`src/rtl/onehot_pkg.sv`:
```
// Shared types for the one-hot encoder stream: default widths, code/index types,
// the encoded word carried through the output and skid registers, and a decoder model.
package onehot_pkg;

  localparam int IN_W  = 8;
  localparam int IDX_W = $clog2(IN_W);

  typedef logic [IN_W-1:0]  onehot_t;
  typedef logic [IDX_W-1:0] idx_t;

  typedef struct packed {
    idx_t idx;
    logic err;
  } enc_word_t;

  // Matches the 3-to-8 decoder this block inverts: index k -> bit k set.
  function automatic onehot_t idx_to_onehot(input idx_t i);
    onehot_t w_one;
    w_one = onehot_t'(1);
    return w_one << i;
  endfunction

endpackage

```
`src/rtl/onehot_prio_enc.sv`:
```
// Combinational LSB-first priority encoder; the non-one-hot flag is only built
// when ONEHOT_CHECK_EN is defined, otherwise o_err is tied low.
module onehot_prio_enc #(
  parameter int IN_W  = onehot_pkg::IN_W,
  localparam int IDX_W = $clog2(IN_W)
) (
  input  logic [IN_W-1:0]  i_onehot,
  output logic [IDX_W-1:0] o_idx,
  output logic             o_err
);

  // Scan from the top down so the lowest set bit is the last one written.
  always_comb begin
    o_idx = '0;
    for (int i = IN_W - 1; i >= 0; i--) begin
      if (i_onehot[i]) o_idx = IDX_W'(i);
    end
  end

`ifdef ONEHOT_CHECK_EN
  assign o_err = ($countones(i_onehot) != 1);
`else
  assign o_err = 1'b0;
`endif

endmodule

```
`src/rtl/onehot_encoder_stream.sv`:
```
// Registered one-hot to binary encoder on a valid/ready stream with a 2-entry skid
// buffer and an accepted-word counter. Define ONEHOT_CHECK_EN to flag non-one-hot inputs.
module onehot_encoder_stream #(
  parameter int IN_W  = onehot_pkg::IN_W,
  parameter int CNT_W = 8,
  localparam int IDX_W = $clog2(IN_W)
) (
  input  logic             clk,
  input  logic             reset,
  input  logic             in_valid,
  output logic             in_ready,
  input  logic [IN_W-1:0]  in_onehot,
  output logic             out_valid,
  input  logic             out_ready,
  output logic [IDX_W-1:0] out_idx,
  output logic             out_err,
  output logic [CNT_W-1:0] cnt
);

  typedef struct packed {
    logic [IDX_W-1:0] idx;
    logic             err;
  } word_t;

  // Handshake: a word moves on a posedge where valid && ready; a producer holds
  // valid and data steady until that edge. in_ready depends only on r_skid_full.
  word_t            r_out;
  word_t            r_skid;
  logic             r_out_valid;
  logic             r_skid_full;
  logic [CNT_W-1:0] r_cnt;

  word_t            w_enc;
  logic             w_in_fire;
  logic             w_out_free;

  onehot_prio_enc #(.IN_W(IN_W)) u_enc (
    .i_onehot (in_onehot),
    .o_idx    (w_enc.idx),
    .o_err    (w_enc.err)
  );

  assign in_ready   = !r_skid_full;
  assign w_in_fire  = in_valid && in_ready;
  assign w_out_free = !r_out_valid || out_ready;

  // The skid only fills while the out reg is stalled, so in_ready is never high
  // with a full skid and an incoming word never competes with a skid refill.
  always_ff @(posedge clk or posedge reset) begin
    if (reset) begin
      r_out       <= '0;
      r_skid      <= '0;
      r_out_valid <= 1'b0;
      r_skid_full <= 1'b0;
    end else if (w_out_free) begin
      if (r_skid_full) begin
        r_out       <= r_skid;
        r_out_valid <= 1'b1;
        r_skid_full <= 1'b0;
      end else if (w_in_fire) begin
        r_out       <= w_enc;
        r_out_valid <= 1'b1;
      end else begin
        r_out_valid <= 1'b0;
      end
    end else if (w_in_fire) begin
      r_skid      <= w_enc;
      r_skid_full <= 1'b1;
    end
  end

  always_ff @(posedge clk or posedge reset) begin
    if (reset) begin
      r_cnt <= '0;
    end else if (w_in_fire) begin
      r_cnt <= r_cnt + 1'b1;
    end
  end

  assign out_valid = r_out_valid;
  assign out_idx   = r_out.idx;
  assign out_err   = r_out.err;
  assign cnt       = r_cnt;

endmodule

```
`config.mk`:
```
export PLATFORM = sky130hd
export DESIGN_NAME = onehot_encoder_stream
export DESIGN_NICKNAME = d
export VERILOG_FILES = /design/src/rtl/onehot_pkg.sv /design/src/rtl/onehot_prio_enc.sv /design/src/rtl/onehot_encoder_stream.sv
export SDC_FILE = /design/constraint.sdc
export NUM_CORES = 1
export LEC_CHECK = 0
export BUFFER_PORTS_ARGS = -buffer_cell sky130_fd_sc_hd__buf_4
export CORE_MARGIN = 3
export CORE_UTILIZATION = 51
export CTS_CLUSTER_DIAMETER = 120
export DETAILED_ROUTE_END_ITERATION = 8
export HOLD_SLACK_MARGIN = 0.15
export PLACE_DENSITY = 0.81
export SLEW_MARGIN = 5
export SYNTH_ARGS = -nofsm -noshare
export SYNTH_HDL_FRONTEND = slang
export SYNTH_SLANG_ARGS = --single-unit
```
`constraint.sdc`:
```
create_clock -name clk -period 3.5 [get_ports clk]
set_input_delay 0.7 -clock clk [delete_from_list [all_inputs] [get_ports clk]]
set_output_delay 0.7 -clock clk [all_outputs]
set_load 0.1 [all_outputs]
```
==> impl_metrics.yaml <==
outcome:
  status: "completed"
cells_and_area:
  area_growth_pct: 27.60
  nets: 110
  antennaDiodeCount: 0
  drive_gt1_share_pct: 34.74
  post-route-util_pct: 71.55
detailed_routing:
  firstDrtPassIters: 4
  drcViolationCount: 0
  drt_iter0_drc: 8
  routedWlPerCell_um: 12.82
  via_per_inst: 5.291
  finalWirelength_um: 1410
  drtAntennaViolNets: 0
  dr_total_vias: 582
floorplan:
  dieArea_um2: 1982
  die_h_um: 44.53
  num_rows: 13
  core_um2: 1350
  die_w_um: 44.53
  start_util_pct: 56.07
  ios: 26
worst_setup_path:
  required_ns: 2.80
  timing_worst_setup_path_type: "flop to output port"
  critical-path-top-delay-family: "buffers and inverters"
  cp_max_fo: 7
  critPathCaptureType: "output port"
  crit_arrival_ns: 1.18
  cpMaxStageDelayCell: "dfrtp_1"
  critical_path_buf_inv_count: 2
  cp-start-kind: "flop"
  slowest_delay_ns: 0.45
  path_cells: "inv_1 > buf_4"
cts:
  clock_path_buffers: 2
  clkLatencyLatePin_ns: 0.27
  ctsHoldBuffers: 0
  cts_resized: 0
  cts.sinks: 16
  cts_setup_buffers: 0
  numCtsBuffers: 3
  cts_root_buf: "clkbuf_4"
  cts_max_level: 1
  clk_pin_slew_worst_paths_ns: 0.08
  cts_tree: "done"
logic_synthesis:
  ys_warn_count: 0
  synthesis.nets: 83
  avgSynthCellArea_um2: 10.81
  synth_ff_type: "dfrtp_1"
  synth_top_area_share_pct: 52.89
  ys_ff_latch: 16
  yosys-top-cells-area: "dfrtp_1, mux2_2, xnor2_1"
  synth_edf_count: 0
  synth_most_common_cell: "dfrtp_1"
  syn-instance-count: 70
  yosysUniqueCellTypes: 30
  synth_common_cells: "dfrtp_1, nor2_1, inv_1, mux2_2, xnor2_1"
  yosysTopAreaCell: "dfrtp_1"
  synth_area_um2: 757.0
  synth_seq_area_share_pct: 52.89
  async_reset_ff_share_pct: 100.0
grt:
  grt_max_degree: 17
  grt_pass1_wl_um: 2173
  first_global_vias: 500
  grt_use_total_pct: 15.29
  overflow: 0
  antenna_found_initial: 0
timing:
  fmax_mhz: 531.0
  finalHoldViolCount: 0
  grt_setup_unrepaired: "false"
  min_period_over_period_pct: 53.80
  finalSetupTns_ns: 0
  worst_hold_slack_ns: 0.4754
  finClkSkew_ns: 0.001606
  max_slew_margin_pct: 61.33
  setup_viol: 0
  maxSlewViolCount: 0
  tightest_slew_ns: 0.5794
  post-route-min-period_ns: 1.883
place:
  port_buffers: 24
  gp_congestion: 0.8154
  place_hpwl_um: 1162
job:
  maxCapViolCount: 0
power:
  p_leak_nw: 0.4798
  power_density_nw_per_um2: 887.5
  ir_worst_vdd_mv: 0.5530
worst_hold_path:
  hold_class: "flop to flop"
logic make-up after synthesis:
group / synth area share [%]
simple gates: 18.52
flops: 52.89
compound gates: 7.439
xor+xnor: 8.099
buf+inv: 3.636
mux: 7.272
fa+ha+maj: 1.653
other cells: 0.4954
metrics by stage:
| stage | cell area (µm²) | std cells | total power, mW | setup WS [ns] |
|---|---|---|---|---|
| after floorplan | 757.0 | 70 | 0.6692 | 1.620 |
| after global placement | 943.4 | 107 | 0.7703 | 1.661 |
| after detailed placement | 943.4 | 107 | 0.7763 | 1.621 |
| after CTS | 965.9 | 110 | 0.8659 | 1.608 |
| after global routing | 965.9 | 110 | 0.8944 | 1.554 |
| final | 965.9 | 110 | 0.8573 | 1.617 |
cells in the final DEF, fill, tap and decap left out:
cell / n
clkbuf_4: 3
or4_1: 1
ha_1: 1
dfrtp_1: 16
nor4b_1: 1
a21oi_1: 2
mux2i_1: 1
inv_1: 4
buf_4: 24
and4_1: 2
nand3_1: 3
and3_1: 1
nor2b_1: 1
a31o_2: 1
conb_1: 1
o21ai_0: 3
nor4_1: 1
o31a_1: 1
xnor2_1: 4
a31oi_1: 1
xor2_1: 3
and2b_1: 1
and2b_2: 1
o21a_1: 1
nand4_1: 1
nor3_1: 2
nor2_1: 6
nand2_1: 3
mux2_2: 4
nand2b_1: 1
power breakdown:
part / internal [mW] / switching [mW] / leakage, nW
registers: 0.233 / 0.0497 / 0.200
logic: 0.108 / 0.377 / 0.266
clock network: 0.0398 / 0.0489 / 0.0138
cell type report:
| class | instances | area (µm²) |
|---|---|---|
| repair buffers | 24 | 180.2 |
| flip-flops and latches | 16 | 400.4 |
| multi-input cells | 48 | 329.1 |
| clock buffers | 3 | 22.52 |
| fillers | 98 | 384.1 |
| well taps | 15 | 18.77 |
| inverters | 4 | 15.01 |
registers in the layout, summed over array words and instances (netlist names):
name         flops
r_skid           3
cnt              8
out_idx          3
r_skid_full      1
out_valid        1
per-layer routing:
metal	wire length, µm	part of all wire [%]	global-route usage, %
met1	682	48	19.33
met2	648	46	23.50
met3	65	4.6	3.659
met4	14	0.99	9.036
met5	0	0	0
worst register-to-register path, delay by kind of cell (launching register included):
family	cells	cell delay [ns]
mux	1	0.34
simple gates	2	0.62
flops	1	0.45
worst paths after layout:
check | cells after the start | endpoint | slack [ns] | start
hold reg to reg | 1 | cnt[7] | 0.48 | cnt[7]
hold / removal | 1 | cnt[7] | 0.48 | cnt[7]
min in group asynchronous | 2 | cnt[6] | 0.49 | reset
setup / recovery | 2 | in_ready | 1.62 | r_skid_full
setup reg to reg | 3 | r_skid[2] | 1.98 | r_skid_full
max in group asynchronous | 2 | out_valid | 2.64 | reset
Power figures use the tool's default switching activity.
